`src/rtl/pseudo_spi_rx_intf.sv`:
```
// pseudo_spi_rx_intf: receive side of the pseudo-SPI link.
// Strobes SEL so the analog device latches its scan data, then clocks the
// return line with two-phase SCLK1/SCLK2, assembles LSB-first words and
// writes them into SRAM at descending addresses starting at ADDR_BGN.
module pseudo_spi_rx_intf #(
  parameter int MEMORY_DATA_WIDTH = 8,
  parameter int MEMORY_ADDR_WIDTH = 9,
  parameter int RESERVED_DATA_LEN = 8,
  parameter int SEL_CYC           = 2
) (
  input  logic                         CLK,
  input  logic                         RST,
  input  logic                         BGN,
  input  logic [MEMORY_ADDR_WIDTH-1:0] ADDR_BGN,
  input  logic [RESERVED_DATA_LEN-1:0] DATA_LEN,
  input  logic                         SPI_SI,
  output logic                         SCLK1,
  output logic                         SCLK2,
  output logic                         SEL,
  output logic [MEMORY_ADDR_WIDTH-1:0] A,
  output logic [MEMORY_DATA_WIDTH-1:0] D,
  output logic                         CEN,
  output logic                         D_WE,
  output logic                         spi_is_done
);

  localparam int W      = MEMORY_DATA_WIDTH;
  localparam int AW     = MEMORY_ADDR_WIDTH;
  localparam int LW     = RESERVED_DATA_LEN;
  localparam int BIT_W  = (W > 1) ? $clog2(W) : 1;
  localparam int SELC_W = (SEL_CYC > 1) ? $clog2(SEL_CYC) : 1;

  localparam logic [BIT_W-1:0]  BIT_LAST = BIT_W'(W - 1);
  localparam logic [SELC_W-1:0] SEL_LAST = SELC_W'(SEL_CYC - 1);

  typedef enum logic [2:0] {
    ST_IDLE,
    ST_SEL,
    ST_SHIFT,
    ST_WRITE,
    ST_DONE
  } state_t;

  state_t             state;
  state_t             state_nxt;
  logic [AW-1:0]      addr;
  logic [LW-1:0]      len;
  logic [W-1:0]       shreg;
  logic [BIT_W-1:0]   bit_cnt;
  logic [2:0]         phase;
  logic [SELC_W-1:0]  sel_cnt;
  // Set once BGN has been seen low; a start needs a fresh rising BGN, so a
  // BGN held high through reset does not launch a transfer on its own.
  logic               bgn_armed;

  // State register; RST has priority over everything.
  always_ff @(posedge CLK) begin
    if (RST) begin
      state <= ST_IDLE;
    end else begin
      state <= state_nxt;
    end
  end

  // Start qualifier: armed by any cycle with BGN low.
  always_ff @(posedge CLK) begin
    if (RST) begin
      bgn_armed <= 1'b0;
    end else if (!BGN) begin
      bgn_armed <= 1'b1;
    end
  end

  // Next-state and output decode, from registered state only.
  always_comb begin
    state_nxt   = state;
    SCLK1       = 1'b0;
    SCLK2       = 1'b0;
    SEL         = 1'b0;
    CEN         = 1'b1;
    D_WE        = 1'b0;
    A           = '0;
    D           = '0;
    spi_is_done = 1'b0;
    unique case (state)
      ST_IDLE: begin
        if (bgn_armed) begin
          state_nxt = (DATA_LEN == '0) ? ST_DONE : ST_SEL;
        end
      end
      ST_SEL: begin
        SEL = 1'b1;
        if (sel_cnt == SEL_LAST) begin
          state_nxt = ST_SHIFT;
        end
      end
      ST_SHIFT: begin
        SCLK1 = (phase == 3'd1);
        SCLK2 = (phase == 3'd3);
        if (phase == 3'd5 && bit_cnt == BIT_LAST) begin
          state_nxt = ST_WRITE;
        end
      end
      ST_WRITE: begin
        CEN       = 1'b0;
        D_WE      = 1'b1;
        A         = addr;
        D         = shreg;
        state_nxt = (len > LW'(1)) ? ST_SHIFT : ST_DONE;
      end
      ST_DONE: begin
        spi_is_done = 1'b1;
      end
      default: state_nxt = ST_IDLE;
    endcase
    // BGN low aborts from any state.
    if (!BGN) begin
      state_nxt = ST_IDLE;
    end
  end

  // Counters and shift register; cleared on reset and on abort so a
  // partial word never survives into the next transfer.
  always_ff @(posedge CLK) begin
    if (RST || !BGN) begin
      addr    <= '0;
      len     <= '0;
      shreg   <= '0;
      bit_cnt <= '0;
      phase   <= '0;
      sel_cnt <= '0;
    end else begin
      unique case (state)
        ST_IDLE: begin
          if (bgn_armed) begin
            addr    <= ADDR_BGN;
            len     <= DATA_LEN;
            sel_cnt <= '0;
          end
        end
        ST_SEL: begin
          sel_cnt <= sel_cnt + SELC_W'(1);
          bit_cnt <= '0;
          phase   <= '0;
        end
        ST_SHIFT: begin
          if (phase == 3'd4) begin
            shreg <= {SPI_SI, shreg[W-1:1]};
          end
          if (phase == 3'd5) begin
            phase   <= '0;
            bit_cnt <= (bit_cnt == BIT_LAST) ? '0 : bit_cnt + BIT_W'(1);
          end else begin
            phase <= phase + 3'd1;
          end
        end
        ST_WRITE: begin
          bit_cnt <= '0;
          phase   <= '0;
          if (len > LW'(1)) begin
            addr <= addr - AW'(1);
            len  <= len - LW'(1);
          end
        end
        default: ;
      endcase
    end
  end

endmodule

```
`config.mk`:
```
export PLATFORM = sky130hd
export DESIGN_NAME = pseudo_spi_rx_intf
export DESIGN_NICKNAME = d
export VERILOG_FILES = /design/src/rtl/pseudo_spi_rx_intf.sv
export SDC_FILE = /design/constraint.sdc
export NUM_CORES = 1
export LEC_CHECK = 0
export BUFFER_PORTS_ARGS = -buffer_cell sky130_fd_sc_hd__buf_2
export CAP_MARGIN = 20
export CORE_MARGIN = 2
export CORE_UTILIZATION = 59
export CTS_CLUSTER_DIAMETER = 60
export CTS_CLUSTER_SIZE = 16
export DETAILED_ROUTE_END_ITERATION = 6
export GPL_TIMING_DRIVEN = 0
export HOLD_SLACK_MARGIN = 0.02
export MAX_ROUTING_LAYER = met4
export PLACE_DENSITY = 0.93
export RECOVER_POWER = 25
export SLEW_MARGIN = 40
export SYNTH_ARGS = -nofsm -noshare
export SYNTH_HDL_FRONTEND = slang
export SYNTH_SLANG_ARGS = --single-unit
```
`constraint.sdc`:
```
create_clock -name CLK -period 5.4 [get_ports CLK]
set_clock_uncertainty 0.15 [all_clocks]
set_input_delay 0.54 -clock CLK [delete_from_list [all_inputs] [get_ports CLK]]
set_output_delay 0.54 -clock CLK [all_outputs]
set_load 0.005 [all_outputs]
```
Yosys cells after proc, flatten, opt, wreduce, memory -nomap -nowiden
Index checks and enable logic that the tools add are counted.
Word-level totals
  register bits: 36
  input port bits: 21
  output and inout bits: 23
Operators by class
  add/sub/neg operators: 5
  $lt $le $gt $ge: 1
  eq/ne operators: 14
  mux-type cells: 27
  bitwise gates (word level): 2
  reduce and logical (&&, ||, !) cells: 15
Operators with widths (number)
  9-bit two-way mux: 3
  3-bit two-way mux: 8
  8-bit two-way mux: 3
  9-bit one-hot mux with 2 select lines: 1
  8-bit one-hot mux with 2 select lines: 1
  3-bit one-hot mux with 5 select lines: 1
  3-bit equality test, second input constant: 4
  3-bit one-hot mux with 2 select lines: 2
  2-bit inequality test, second input constant: 5
  3-bit by 2-bit equality test with 1-bit output, second input constant: 3
  9-bit by 1-bit subtractor with 9-bit output, second input constant: 1
  8-bit by 1-bit > comparator with 1-bit output, second input constant: 1
  8-bit logical NOT: 1
  8-bit by 1-bit subtractor with 8-bit output, second input constant: 1
  1-bit two-way mux: 7
  3-bit by 1-bit adder with 3-bit output, second input constant: 2
  3-bit by 1-bit equality test with 1-bit output, second input constant: 2
  2-bit AND reduction: 3
  2-bit nonzero test: 3
  4-bit AND reduction: 1
  2-bit OR reduction: 2
  3-bit logical NOT: 1
  3-bit AND reduction: 1
  1-bit NOT: 2
  other kinds (5): 5

Logic depth before layout (Yosys ltp)
Gate-level depths: netlist (run 1).
  depth after elaboration: 4
  gate-level depth with buffers: 8
  gate-level depth less buffers: 6

Least setup slack after synthesis (run 1)
No wires, ideal clock.
  path kind: register -> register
  from: register len[0]
  to: register addr[2]
  arrival time: 1655 ps
  required time: 5116 ps
  setup slack: 3461 ps
  stages on the path, launching flop included: 9
  buffers on the path: 2
  period minus slack after synthesis: 1939 ps
  cells stage by stage: dfxtp_1 inv_1 ha_1 nor2_1 and3b_1 clkbuf_1 buf_2 o311ai_0 o31ai_1
Between the ends
  cells in the longest elaborated chain, start to end: 3
Ends and longest elaborated chain
  start, declared: RTL line 47  | logic [LW-1:0] len;
  start signal, assigned: RTL line 162  | len <= len - LW'(1);
  8-bit by 1-bit > comparator with 1-bit output: RTL line 160  | if (len > LW'(1)) begin
  2-bit inequality test (no source line)
  3-bit AND reduction (no source line)
  end signal, assigned: RTL line 161  | addr <= addr - AW'(1);
  end, declared: RTL line 46  | logic [AW-1:0] addr;
No other way between the ends.
A chain may end at the register's enable or synchronous reset.

Final worst setup path (run 1)
  from: register state[1]
  to: output port A[3]
Between the ends
  cells in the longest elaborated chain, start to end: 2
Ends and longest elaborated chain
  start, declared: RTL line 44  | state_t state;
  start signal, assigned: RTL line 61  | state <= state_nxt;
  3-bit by 2-bit equality test with 1-bit output: RTL line 85  | unique case (state)
  9-bit two-way mux: RTL line 85
  end, declared: RTL line 20  | output logic [MEMORY_ADDR_WIDTH-1:0] A,
No other way between the ends.

==> impl_metrics.ini, run 1 <==
[power_and_ir_drop]
p_per_area_mw_per_mm2 = 218
leakage_nw = 1.05
peakVddDrop_uv = 175
power_mw = 0.539

[detailed_routing]
postRouteAntennaNets = 0
drt-initial-drc-count = 277
routed_wirelength_mm = 5.52
vias_per_cell = 6.24
drt_pass1_iterations = 5
route.detailed.drc = 0
avgRoutedWirePerCell_um = 15.2
vias = 2270

[flow_run]
maxCapViolations = 0

[timing]
setup_viol = 0
finalCriticalPeriod_ps = 2740
maxSlewViolCount = 0
timing.fmax_mhz = 365
worstMarginPinSlew_ps = 794
tns_ps = 0
slew_headroom_pct = 46.6
hold_violations = 0
grt_setup_unrepaired = no
worst_slack_ps = 2660
fin_hold_ws_ps = 201
min_period_over_period_pct = 50.7

[cells_and_area]
drive_gt1_share_pct = 17.3
nNetsFinal = 344
antenna_cells = 0
final_area_mm2 = 0.00248
final_core_util_pct = 73.1
instances_no_fill = 364
area_growth_pct = 16.2

[synthesis]
ys_warn_count = 0
syn_area_per_cell_um2 = 7.98
synth_top_area_share_pct = 33.8
synthCells = 267
yosysSeqAreaShare_pct = 33.8
synth_edf_count = 0
synth_area_mm2 = 0.00213
async_flop_share_pct = 0
synth_cell_type_count = 48
synth.area.top_cells = dfxtp_1 34%, a21oi_1 6.6%, nor2_1 5.8%
synth_seq_cells = 36
netlist.top_cell.by_area = dfxtp_1
synth_ff_type = dfxtp_1
synth.most_common_cell = dfxtp_1
synth.net_count = 294
synthTopCellsByCount = 36 x dfxtp_1, 33 x nor2_1, 28 x a21oi_1

[outcome]
outcome = finished clean

[place]
dp_cells = 356
post-place-ws_ps = 3090
io_buffers = 43
dp_hpwl_mm = 3.88
postPlaceCellArea_mm2 = 0.00240
gp_congestion = 0.948

[setup_path]
critPathLaunchType = flop
worstPathMaxFanout = 10
crit_slowest_cell = dfxtp_1
cpMostUsedCell = clkbuf_1
crit_start = state[1]$_SDFFE_PP0P_
r2r_start = len[0]$_SDFFE_PP0P_
endpoint_kind = primary output
critical_path_arrival_ps = 2050
worstPathRequired_ps = 4710
max_stage_delay_ps = 460
worstPathCellList = and3b_1 > clkbuf_1 > clkbuf_1 > and2_1 > buf_2
worstSetupPathType = flop to primary output

[cts]
cts_hold_buf = 0
post_cts_buffers = 0
cts_buffer_depth = 2
cts_sinks = 36
root_buffer = clkbuf_4
h-tree-depth = 2
numCtsBuffers = 5
insertion_delay_ps = 360
cts_tree = built
post_cts_resized = 0
path_clk_slew_ps = 120

[floorplanning]
die_w_um = 64.1
fp.coreArea_mm2 = 0.00339
dieArea_mm2 = 0.00411
start_util_pct = 62.9
die_y_um = 64.1
rows = 21
top_level_ports = 44

[grt]
grt.total_usage_pct = 28.3
grt_pass1_vias = 2040
grt_overflow = 0
grt_start_max_net_pins = 13
antenna_found_initial = 0
grt_pass1_wl_mm = 9.02

[hold_path]
worst_hold_path_type = primary input to flop
hold_start = RST
==> final cells by class <==
type                            instances  area [um^2]
Buffer                                 18         71.3
Sequential cell                        36          721
Multi-Input combinational cell        201         1290
Clock inverter                          3         42.5
Tap cell                               46         57.6
Clock buffer                            5         37.5
Timing Repair Buffer                   43          215
Fill cell                             286          913
Inverter                               12         45.0
==> critical path, delay by kind of cell, from the launching register on <==
| family | cells | cell delay, ps |
|---|---|---|
| buf+inv | 3 | 800 |
| simple gates | 2 | 430 |
| flops | 1 | 460 |
==> routing by layer <==
metal,wire length (um),vias up,GRT usage (%)
li1,-,1085,-
met1,2330,1034,35.2
met2,2520,134,44.4
met3,548,17,6.34
met4,121,0,12.0
met5,0,-,-
==> registers in the layout (all words and copies together) (netlist names) <==
signal	cells
phase	3
len	8
state	3
sel_cnt	1
bit_cnt	3
bgn_armed	1
addr	9
shreg	8
==> power by group <==
part	internal [mW]	switching, mW
Clock	0.0964	0.0980
Combinational	0.0251	0.0425
Sequential	0.271	0.00591
==> final timing paths <==
kind | to | slack [ps] | cells past startpoint
worst max-delay path | A[3] | 2660 | 5
worst min-delay path | bgn_armed$_SDFFE_PP0N_ | 200 | 2
worst max register to register | len[5]$_SDFFE_PP0P_ | 3090 | 8
worst min register to register | bgn_armed$_SDFFE_PP0N_ | 340 | 2
==> kinds of logic after synthesis <==
kind of cell               after synthesis  share of synthesized area [%]
AOI/OAI and AO/OA                       74                           23.2
DFF                                     36                           33.8
muxes                                   12                           5.64
and+or+nand+nor                        109                           28.0
buffers and inverters                   30                           5.81
adders and majority gates                6                           3.52
==> cells in the final DEF, fill, tap and decap left out, types with 2 or more instances in the layout <==
cell | synthesis | routed
a21oi_1 | 28 | 28
a221oi_1 | 2 | 2
a31oi_1 | 3 | 3
and2_0 | 2 | 3
and2_1 | 17 | 16
and3_1 | 4 | 4
and3b_1 | 3 | 3
buf_2 | 3 | 46
clkbuf_1 | 12 | 14
clkbuf_4 | 0 | 5
dfxtp_1 | 36 | 36
ha_1 | 6 | 6
inv_1 | 11 | 11
mux2i_1 | 12 | 12
nand2_1 | 9 | 9
nand2b_1 | 5 | 5
nand3_1 | 5 | 5
nand3b_1 | 2 | 2
nand4_1 | 2 | 2
nand4b_1 | 2 | 2
nor2_1 | 33 | 33
nor2b_1 | 3 | 3
nor3_1 | 7 | 7
nor3b_1 | 3 | 3
nor4_1 | 4 | 4
o2111ai_1 | 2 | 2
o211ai_1 | 2 | 2
o21ai_0 | 5 | 5
o311ai_0 | 10 | 10
o31ai_1 | 12 | 12
or3_1 | 2 | 2
or3b_1 | 2 | 2
Note: power is estimated with default switching activity, not from simulation.
==> run 2: changes to the inputs <==
Settings changed: CORE_UTILIZATION 59 to 49, PLACE_DENSITY 0.93 to 0.83.
Clock period 5.4 ns to 2.4 ns, I/O delays scaled along.
==> impl_metrics.ini, run 2 (same netlist as run 1, synthesis figures left out) <==
[setup_path]
critPathLaunchType = flop
ff2ff_path_depth = 8
worstPathRequired_ps = 2410
worstSetupPathType = flop to flop
r2r_end = len[5]$_SDFFE_PP0P_
worstPathMaxFanout = 10
reg2reg_slack_ps = 140
endpoint_kind = flop
critical_path_arrival_ps = 2280
r2r_start = len[0]$_SDFFE_PP0P_

[hold_path]
worst_hold_path_type = primary input to flop
hold-path-endpoint = shreg[7]$_SDFFE_PP0P_
hold_start = SPI_SI
min_path_cells = 3

[cells_and_area]
fillers = 357
layout_commonest_cell = buf_2
nNetsFinal = 346
largest_register_ffs = 9
drive_gt1_share_pct = 17.5
final_area_mm2 = 0.00253
top_register = addr
area_growth_pct = 18.9
antenna_cells = 0
most-common-layout-cells = 45 x buf_2, 36 x dfxtp_1, 33 x nor2_1
reg.largest.list = addr (9), len (8), shreg (8)

[detailed_routing]
vias_per_cell = 6.04
routed_wirelength_mm = 5.77
route.detailed.drc = 0
met3_length_um = 444
vias = 2234
drt_pass1_iterations = 5
postRouteAntennaNets = 0
avgRoutedWirePerCell_um = 15.6
drt-initial-drc-count = 308
route.met2.wl_mm = 2.78
drt-met1-wl_mm = 2.45
routed.top_layer = met4

[floorplanning]
rows = 23
die_w_um = 69.9
fp.coreArea_mm2 = 0.00409
start_util_pct = 52.1
die_y_um = 69.9
top_level_ports = 44
dieArea_mm2 = 0.00489

[grt]
grt_overflow = 0
grt_pass1_vias = 2077
antenna_found_initial = 0
grt.total_usage_pct = 24.7
grt_pass1_wl_mm = 9.64
grt_start_max_net_pins = 13

[place]
postPlaceCellArea_mm2 = 0.00241
dp_hpwl_mm = 4.02
gp_congestion = 0.909
io_buffers = 43

[cts]
insertion_delay_ps = 290
root_buffer = clkbuf_8
numCtsBuffers = 5
path_clk_slew_ps = 80
cts_tree = built
h-tree-depth = 2
cts_sinks = 36
cts_buffer_depth = 2

[timing]
tns_ps = 0
setup_viol = 0
hold_violations = 0
timing.fmax_mhz = 442
grt_setup_unrepaired = no
slew_headroom_pct = 48.4
finalCriticalPeriod_ps = 2260
maxSlewViolCount = 0
min_period_over_period_pct = 94.2
worstMarginPinSlew_ps = 767

[power_and_ir_drop]
leakage_nw = 1.08
p_per_area_mw_per_mm2 = 523
peakVddDrop_uv = 392

[flow_run]
maxCapViolations = 0

[outcome]
outcome = finished clean
-- run 2: changes by cell type in the layout (fill, tap and decap cells not counted), moves of 2 or more --
cell,delta
clkbuf_8,+5
dlygate4sd3_1,+2
clkbuf_2,+2
clkbuf_4,-5
o311ai_1,+4
o311ai_0,-4
-- run 2: power by group --
part           internal (mW)  switching, mW
sequential             0.610         0.0137
combinational         0.0590         0.0970
clock                  0.307          0.238
-- run 2: layout make-up --
class,count,area (um^2),area share (%)
repair buffers,45,234,9.23
clock buffers,5,68.8,2.72
inverters,12,45.0,1.78
well taps,50,62.6,2.47
flip-flops and latches,36,721,28.4
clock inverters,3,42.5,1.68
plain buffers,18,73.8,2.91
multi-input cells,201,1290,50.8
-- run 2: per-layer routing --
metal,GRT usage (%),vias to the layer above
li1,-,1084
met1,31.2,1023
met2,39.5,111
met3,5.19,16
met4,7.91,0
met5,-,-
-- run 2: timing repair --
item | CTS | global route
buffers inserted | 0 | 0
hold endpoints to repair | 1 | 0
endpoints found under the setup margin | 0 | 13
hold buffers | 2 | 0
gates resized for setup | 0 | 6
-- run 2: critical path: stages, from the launching register on --
cell and delay, ps:
dfxtp_1 390, inv_1 90, ha_1 250, nor2_1 180, and3b_1 190, clkbuf_1 170, buf_2 230, o311ai_0 370
o31ai_1 120
-- run 2: how the worst max path moves through the flow --
stage / slack [ps] / startpoint / cells after the start / endpoint
floorplan: 460 / len[0]$_SDFFE_PP0P_ / 8 / addr[2]$_SDFFE_PP0P_
global placement: 210 / len[0]$_SDFFE_PP0P_ / 8 / len[3]$_SDFFE_PP0P_
detailed placement: 170 / len[0]$_SDFFE_PP0P_ / 8 / addr[5]$_SDFFE_PP0P_
CTS: 80 / state[1]$_SDFFE_PP0P_ / 5 / D[5]
global route: 20 / len[0]$_SDFFE_PP0P_ / 8 / len[6]$_SDFFE_PP0P_
finish: 140 / len[0]$_SDFFE_PP0P_ / 8 / len[5]$_SDFFE_PP0P_
-- run 2: per-stage QoR --
stage	hold WS, ps	total power [mW]	std cells	setup slack (ps)	util, %
floorplan	159	0.732	267	461	-
global placement	270	0.781	360	209	58.9
detailed placement	275	0.784	360	172	58.9
CTS	23.6	1.32	370	80.8	62.2
global route	95.7	1.36	370	17.0	62.0
finish	25.7	1.33	370	139	62.0
